## src/rtl/serial_add_ctrl.sv

```systemverilog
`default_nettype none
// ============================================================================
// Module   : serial_add_ctrl
// Purpose  : Bit-serial W-bit adder controller sharing one 1-bit full-adder
//            cell, LSB first, with sum/carry-out/signed-overflow results.
// Revision : 1.0 - initial release
// ============================================================================
module serial_add_ctrl #(
    parameter int W = 8
) (
    input  logic         clk,
    input  logic         rst,
    input  logic         start,
    input  logic [W-1:0] a_in,
    input  logic [W-1:0] b_in,
    input  logic         cin,
    output logic         busy,
    output logic         done,
    output logic [W-1:0] sum_out,
    output logic         cout,
    output logic         ovf
);

    localparam int            CW        = $clog2(W);
    localparam logic [CW-1:0] c_LAST    = CW'(W - 1);
    localparam logic [CW-1:0] c_PENULT  = CW'(W - 2);

    localparam logic [1:0] c_IDLE = 2'd0;
    localparam logic [1:0] c_RUN  = 2'd1;
    localparam logic [1:0] c_DONE = 2'd2;

    logic [1:0]    r_state;
    logic [W-1:0]  r_sa;
    logic [W-1:0]  r_sb;
    logic [W-1:0]  r_ss;
    logic          r_cy;
    logic          r_cm;
    logic [CW-1:0] r_cnt;
    logic [W-1:0]  r_sum;
    logic          r_cout;
    logic          r_ovf;

    logic          w_s;
    logic          w_co;

    // The single shared full-adder cell.
    assign w_s  = r_sa[0] ^ r_sb[0] ^ r_cy;
    assign w_co = (r_sa[0] & r_sb[0]) | (r_sb[0] & r_cy) | (r_sa[0] & r_cy);

    always_ff @(posedge clk) begin
        if (rst) begin
            r_state <= c_IDLE;
            r_sa    <= '0;
            r_sb    <= '0;
            r_ss    <= '0;
            r_cy    <= 1'b0;
            r_cm    <= 1'b0;
            r_cnt   <= '0;
            r_sum   <= '0;
            r_cout  <= 1'b0;
            r_ovf   <= 1'b0;
        end else begin
            case (r_state)
                c_IDLE, c_DONE: begin
                    if (start) begin
                        r_sa    <= a_in;
                        r_sb    <= b_in;
                        r_cy    <= cin;
                        r_cnt   <= '0;
                        r_state <= c_RUN;
                    end else begin
                        r_state <= c_IDLE;
                    end
                end
                c_RUN: begin
                    r_ss  <= {w_s, r_ss[W-1:1]};
                    r_sa  <= r_sa >> 1;
                    r_sb  <= r_sb >> 1;
                    r_cy  <= w_co;
                    r_cnt <= r_cnt + CW'(1);
                    // Carry out of bit W-2 is the carry into the MSB.
                    if (r_cnt == c_PENULT) begin
                        r_cm <= w_co;
                    end
                    if (r_cnt == c_LAST) begin
                        r_sum   <= {w_s, r_ss[W-1:1]};
                        r_cout  <= w_co;
                        r_ovf   <= r_cm ^ w_co;
                        r_cnt   <= '0;
                        r_state <= c_DONE;
                    end
                end
                default: r_state <= c_IDLE;
            endcase
        end
    end

    assign busy    = (r_state == c_RUN);
    assign done    = (r_state == c_DONE);
    assign sum_out = r_sum;
    assign cout    = r_cout;
    assign ovf     = r_ovf;

endmodule
`default_nettype wire

```

## config.mk

```make
export PLATFORM = sky130hd
export DESIGN_NAME = serial_add_ctrl
export DESIGN_NICKNAME = d
export VERILOG_FILES = /design/src/rtl/serial_add_ctrl.sv
export SDC_FILE = /design/constraint.sdc
export NUM_CORES = 1
export LEC_CHECK = 0
export CORE_ASPECT_RATIO = 0.6
export CORE_MARGIN = 1.5
export CORE_UTILIZATION = 35
export DETAILED_ROUTE_END_ITERATION = 8
export HOLD_SLACK_MARGIN = 0.15
export MAX_ROUTING_LAYER = met4
export PLACE_DENSITY_LB_ADDON = 0.25
export SLEW_MARGIN = 20
export SYNTH_ARGS = -nofsm -noshare
export SYNTH_HDL_FRONTEND = slang
export SYNTH_SLANG_ARGS = --single-unit
```

## constraint.sdc

```tcl
create_clock -name clk -period 1.53 [get_ports clk]
set_input_delay 0.153 -clock clk [delete_from_list [all_inputs] [get_ports clk]]
set_output_delay 0.153 -clock clk [all_outputs]
set_load 0.01 [all_outputs]
```

After elaboration in Yosys (flattened, before gate mapping)
Cells that the tools add are included.
{"block": "word_totals", "regBits": 41, "latch_bits": 0, "ram_bits": 0, "rom_bits": 0, "inputBits": 20, "out_inout_bits": 12, "elab_cells": 43, "mem_count": 0}
{"block": "classes", "addsub": 1, "mul": 0, "div_mod_pow": 0, "order_cmp": 0, "n_eq_ne": 6, "shifts": 0, "mux": 12, "n_bitwise": 8, "reduce_logical": 6}
{"cell": "8-bit case mux with 2 select lines", "n": 2}
{"cell": "8-bit 2-to-1 mux", "n": 2}
{"cell": "3-bit equality test, second input constant", "n": 2}
{"cell": "3-bit 2-to-1 mux", "n": 2}
{"cell": "3-bit case mux with 2 select lines", "n": 1}
{"cell": "2-bit AND reduction", "n": 3}
{"cell": "2-bit case mux with 2 select lines", "n": 1}
{"cell": "3-bit by 1-bit adder with 3-bit output, second input constant", "n": 1}
{"cell": "1-bit AND", "n": 3}
{"cell": "1-bit XOR", "n": 3}
{"cell": "2-bit by 1-bit equality test with 1-bit output, second input constant", "n": 1}
{"cell": "2-bit equality test, second input constant", "n": 1}
{"cell": "2-bit logical NOT", "n": 1}
{"cell": "1-bit 2-to-1 mux", "n": 2}
{"cell": "2-bit 2-to-1 mux", "n": 1}
{"cell": "2-bit by 1-bit inequality test with 1-bit output, second input constant", "n": 1}
{"cell": "2-bit inequality test, second input constant", "n": 1}
{"cell": "1-bit bitwise OR", "n": 2}
{"cell": "1-bit case mux with 2 select lines", "n": 1}
{"cell": "2-bit nonzero test", "n": 1}
{"cell": "2-bit OR reduction", "n": 1}

Depth between registers and ports, before layout
Gate-level depths: netlist (run 1).
{"block": "logic_depth", "ltp_word": 4, "depth_mapped": 6, "depth_no_buf": 5}

Least setup slack after synthesis (run 1)
No wires, ideal clock.
{"block": "synth_timing", "path_type": "flip-flop to flip-flop", "from": "reg r_cnt[0]", "to": "reg r_ovf, in the netlist ovf", "setup_ns": 0.086, "arrival_ns": 1.204, "required_ns": 1.444, "path_slack_ns": 0.240, "stages_incl_launch_ff": 6, "n_path_buf": 1, "synth_period_minus_slack_ns": 1.290, "cell_sequence": "dfxtp_1 -> ha_1 -> ha_1 -> and3b_1 -> buf_2 -> a211oi_1"}
{"block": "synth_via", "elab_chain_len": 2}
{"item": "start, declared", "line": "38", "text": "logic [CW-1:0] r_cnt;"}
{"item": "start signal, assigned", "line": "80", "text": "r_cnt <= r_cnt + CW'(1);"}
{"item": "3-bit equality test", "line": "85", "text": "if (r_cnt == c_LAST) begin"}
{"item": "2-bit AND reduction (no source line)"}
{"item": "end signal, assigned", "line": "88", "text": "r_ovf <= r_cm ^ w_co;"}
{"item": "end, declared", "line": "41", "text": "logic r_ovf;"}
No other way between the ends.
A chain may end at the register's enable or synchronous reset.

Final worst setup path (run 1)
{"block": "layout_timing", "from": "reg r_cnt[1]", "to": "reg r_sum[4], in the netlist sum_out[4]"}
{"block": "layout_via", "elab_chain_len": 2}
{"item": "3-bit equality test", "line": "85"}
{"item": "2-bit AND reduction (no source line)"}
{"item": "end signal, assigned", "line": "86", "text": "r_sum <= {w_s, r_ss[W-1:1]};"}
{"item": "end, declared", "line": "39", "text": "logic [W-1:0] r_sum;"}
No other way between the ends.

==> metrics.cfg, run 1 <==
[sta]
finalSetupViolations=0
maxSlewViolCount=0
finClkSkew_ps=5.47
finalCritPeriodShare_pct=90.1
final-hold-violation-count=0
relSlewSlack_pct=79.4
max_freq_ghz=0.725
finalCriticalPeriod_ps=1380
whs_ps=419
tightest_slew_ps=308
setup-tns-final_ps=0
rsz0062_at_grt=false

[yosys]
synth_seq_cells=40
synth_cells=200
yosysSeqAreaShare_pct=48.7
synth_area_sq_um=1650
yosys.cell_types.count=26
ys_warn_count=0
synth.top_cell.area_share_pct=48.7
synthTopCellsByArea=dfxtp_1 (49%), nand2_1 (15%), a311oi_1 (6.9%)
yosysTopAreaCell=dfxtp_1
avgSynthCellArea_sq_um=8.23
synth_nets=224

[route]
vias=1388
vias_per_cell=4.66
initialDrtViolationCount=68
ant_nets=0
wl_per_cell_microns=11.9
dr.pass1.iters=4
drc=0
drt-total-wl_mm=3.54

[power]
p_sw_mw=0.527
ir_drop_mv=0.371
p_per_area_nw_per_um2=1030
swShare_pct=23.5
pwr-share-seq_pct=50.3
clockPowerShare_pct=37.3
p_leak_nw=0.809
power_frac_comb_pct=12.4
intPower_mw=1.71

[cells_and_area]
syn_to_final_growth_pct=31.8
drive_gt1_share_pct=10.6
finalNonFillerCells=298
final_cell_mix=nand2_1 (66), dfxtp_1 (38), clkdlybuf4s50_1 (29)
mostFrequentLayoutCell=nand2_1
diodes=0
fin_nets=258
final_area_sq_um=2170

[outcome]
outcome=finished clean

[floorplan]
num_rows=19
die-area_sq_um=5130
fp.dieH_microns=56.1
core_sq_um=4540
pin_count=32
start_util_pct=36.2
fp.dieW_microns=91.5

[placed_design]
hpwlAfterDp_mm=2.29
dp_cells=290
gp_congestion=0.770
place_area_sq_um=2050
numPortBuffers=31

[min_path]
hold_class=in -> reg

[clock_network]
clk_pin_slew_ps=80
cts_made_buffers=5
clkLatencyLatePin_ps=290
clock_sinks=40
cts_tree=yes
cts_max_path_buffers=2
cts_root_buf=clkbuf_8
htreeDepth=2

[global_route]
grt_pass1_wl_mm=5.98
grt_max_degree=41
grt_usage_pct=15.3
overflow=0
antenna_found_initial=0
grt_pass1_vias=1305

[worst_setup_path]
crit_type=reg -> reg
end_kind=flop
crit_arrival_ps=1560
worstSetupStartpointType=flop
crit_required_ps=1710
cp_max_fo=6

[job]
maxCapViolations=0

-- worst max-delay path: stages (launching register included) --
cell and delay (ps):
dfxtp_1 330, ha_1 180, ha_1 220, and3b_2 260, buf_4 150, nand2_1 70
a21oi_1 60
-- layer usage --
layer | track usage [%] | part of all wire (%)
met5 | - | 0
met3 | 5.46 | 5.2
met4 | 4.46 | 0.65
met2 | 20.8 | 39
met1 | 21.1 | 55
-- worst paths after layout --
path                                 from  depth (start not counted)  slack [ps]                 endpoint
hold reg to reg   sum_out[6]$_SDFFE_PP0P_                          2         460  sum_out[6]$_SDFFE_PP0P_
setup / recovery    r_cnt[1]$_SDFFE_PP0P_                          6         150  sum_out[4]$_SDFFE_PP0P_
hold / removal                    a_in[7]                          3         420     r_sa[7]$_SDFFE_PP0P_
setup reg to reg    r_cnt[1]$_SDFFE_PP0P_                          6         150  sum_out[4]$_SDFFE_PP0P_
-- power by group through the flow --
stage | Combinational, mW | Sequential (mW) | Clock, mW
3_5_place_dp | 0.279 | 1.15 | 0
4_1_cts | 0.280 | 1.12 | 0.862
5_1_grt | 0.308 | 1.13 | 0.913
6_report | 0.277 | 1.12 | 0.835
3_3_place_gp | 0.277 | 1.15 | 0
2_1_floorplan | 0.177 | 1.14 | 0
-- timing repair --
item,in CTS,in global routing
hold buffers,0,0
endpoints found under the setup margin,2,8
setup buffers,0,0
gates resized for setup,4,2
-- synth_stat cells --
master	count
buf_2	3
nand2_1	66
xnor2_1	1
nor4b_1	1
clkbuf_1	4
nand4_1	1
a211oi_1	1
buf_6	1
nand3b_1	1
o21a_1	1
nor2_1	19
nand2b_1	3
inv_1	1
a31oi_1	1
a21oi_1	21
a311oi_2	2
a311oi_1	13
fa_1	1
o21ai_0	1
dfxtp_1	40
inv_2	1
and3b_1	1
buf_4	7
nand3_1	4
ha_1	3
nor2b_1	2
-- flip-flops by register name (all words and copies together) (netlist names) --
| register | flops |
|---|---|
| r_ss | 7 |
| r_state | 2 |
| cout | 1 |
| r_sb | 8 |
| r_cm | 1 |
| r_cnt | 3 |
| r_cy | 1 |
| ovf | 1 |
| sum_out | 8 |
| r_sa | 8 |
-- metrics by stage --
stage          util, %  power, mW  setup WS [ps]
2_1_floorplan        -       1.32            240
3_3_place_gp      45.1       1.42           12.3
3_5_place_dp      45.1       1.42          -8.42
4_1_cts           47.7       2.27           17.8
5_1_grt           47.8       2.35           18.7
6_report          47.8       2.24            152
-- area by class of cell --
type,instances,area (sq um)
fill,450,2370
sequential,40,803
multi-input combinational,143,752
timing repair buffer,42,419
tap,63,78.8
clock buffer,6,72.6
clock inverter,2,35.0
inverter,2,7.51
-- kinds of logic after synthesis --
kind of cell	share of synthesized area [%]
AND/OR/NAND/NOR	24.4
AO/OA/AOI/OAI	16.7
flip-flops	48.7
buffers and inverters	6.16
adder cells (fa/ha/maj)	3.50
XOR/XNOR	0.532
(Power assumes the default switching activity.)
==> run 2, diff against run 1 <==
Settings changed: SLEW_MARGIN 20 to not set.
==> results of run 2 <==
Same layout as run 1: the final DEF is identical, and so are final timing and power.
==> run 3, diff against run 2 <==
Settings changed: CTS_BUF_LIST set to sky130_fd_sc_hd__clkbuf_4 sky130_fd_sc_hd__clkbuf_8.
==> run 3 against run 2 <==
Sequential share of layout area decreased by 0.064 points. Critical path depth unchanged. Clock-buffer cell count unchanged. Non-clock buffer count unchanged. Register-to-register slack about the same.
==> metrics.cfg, run 3 (synthesized netlist as in run 1, its figures left out) <==
[outcome]
outcome=finished clean

[worst_setup_path]
slowest_delay_ps=330
crit_required_ps=1710
path_cells=ha_1 > ha_1 > and3b_2 > buf_4 > nand2_1 > a21oi_1
path_buf_inv=1
path_common_cell=ha_1
cp_max_fo=6
worstSetupStartpointType=flop
crit_type=reg -> reg
end_kind=flop
critPathSlowestCell=dfxtp_1
crit_family=adder cells
crit_arrival_ps=1550

[route]
dr.pass1.iters=4
vias_per_cell=4.59
drc=0
ant_nets=0
initialDrtViolationCount=68
wl_per_cell_microns=11.9
drt-total-wl_mm=3.54
vias=1369

[min_path]
hold_class=in -> reg

[clock_network]
clkLatencyLatePin_ps=290
clk_pin_slew_ps=70
htreeDepth=2
clock_sinks=40
cts_root_buf=clkbuf_8
cts_tree=yes
cts_made_buffers=5
hold_buffers=0
cts_max_path_buffers=2

[sta]
tightest_slew_ps=307
finalCriticalPeriod_ps=1380
finalCritPeriodShare_pct=90.0
max_freq_ghz=0.726
maxSlewViolCount=0
relSlewSlack_pct=79.5
final-hold-violation-count=0
setup-tns-final_ps=0
whs_ps=417
finalSetupViolations=0
finClkSkew_ps=5.02
rsz0062_at_grt=false

[global_route]
overflow=0
top_usage_layer=met1
grt_pass1_vias=1307
grt_pass1_wl_mm=5.99
met1_usage_pct=21.1
grt_usage_pct=15.3
grt_max_degree=41
met2_usage_pct=20.8
met3_usage_pct=5.46
antenna_found_initial=0

[floorplan]
num_rows=19
fp.dieW_microns=91.5
die-area_sq_um=5130
start_util_pct=36.2
fp.dieH_microns=56.1
core_sq_um=4540
pin_count=32

[power]
ir_drop_mv=0.395
p_leak_nw=0.813
p_total_mw=2.26
p_per_area_nw_per_um2=1040

[cells_and_area]
mostFrequentLayoutCell=nand2_1
fill_cells=448
final_core_util_pct=47.8
final_area_sq_um=2170
drive_gt1_share_pct=11.1
syn_to_final_growth_pct=32.0
final_cell_mix=nand2_1 (66), dfxtp_1 (38), clkdlybuf4s50_1 (29)
fin_nets=258
diodes=0

[placed_design]
numPortBuffers=31
place_area_sq_um=2050
gp_congestion=0.770
hpwlAfterDp_mm=2.29

[job]
maxCapViolations=0

==> run 3: path summary, 6_finish.rpt <==
check | startpoint | to | slack (ps) | depth (start not counted)
min reg2reg | sum_out[6]$_SDFFE_PP0P_ | sum_out[6]$_SDFFE_PP0P_ | 460 | 2
max reg2reg | r_cnt[1]$_SDFFE_PP0P_ | sum_out[1]$_SDFFE_PP0P_ | 150 | 6
min | a_in[7] | r_sa[7]$_SDFFE_PP0P_ | 420 | 3
max | r_cnt[1]$_SDFFE_PP0P_ | sum_out[1]$_SDFFE_PP0P_ | 150 | 6
==> run 3: final cells by class <==
type | instances | area [sq um] | share of cell area [%]
Tap cell | 63 | 78.8 | 3.63
Clock buffer | 6 | 76.3 | 3.51
Sequential cell | 40 | 803 | 37.0
Inverter | 2 | 7.51 | 0.346
Multi-Input combinational cell | 143 | 752 | 34.6
Timing Repair Buffer | 42 | 419 | 19.3
Clock inverter | 2 | 35.0 | 1.61
==> run 3: per-layer routing <==
metal,part of all wire (%),up-vias
met5,0,-
met4,0.57,0
met3,4.9,4
met2,39,21
met1,55,602
li1,-,742
==> run 3: power breakdown <==
group	switching [mW]	internal, mW	total (mW)
registers	0.0325	1.09	1.12
logic	0.143	0.134	0.277
clock network	0.356	0.502	0.857
==> run 3: timing repair <==
| action | CTS | global route |
|---|---|---|
| buffers inserted | 0 | 0 |
| resized for setup | 4 | 2 |
| pin swaps | 0 | 0 |
| endpoints found under the setup margin | 2 | 8 |
==> run 3: tightest hold or removal path, stage by stage <==
cell             delay, ps
clkdlybuf4s50_1        390
nand2_1                 60
a21oi_1                 50
==> run 3: through the flow <==
| step | setup WS [ps] | std cells |
|---|---|---|
| after floorplan | 240 | 200 |
| after detailed placement | -8.42 | 290 |
| after CTS | 17.0 | 298 |
| final | 153 | 298 |
| after global routing | 18.6 | 298 |
| after global placement | 12.3 | 290 |
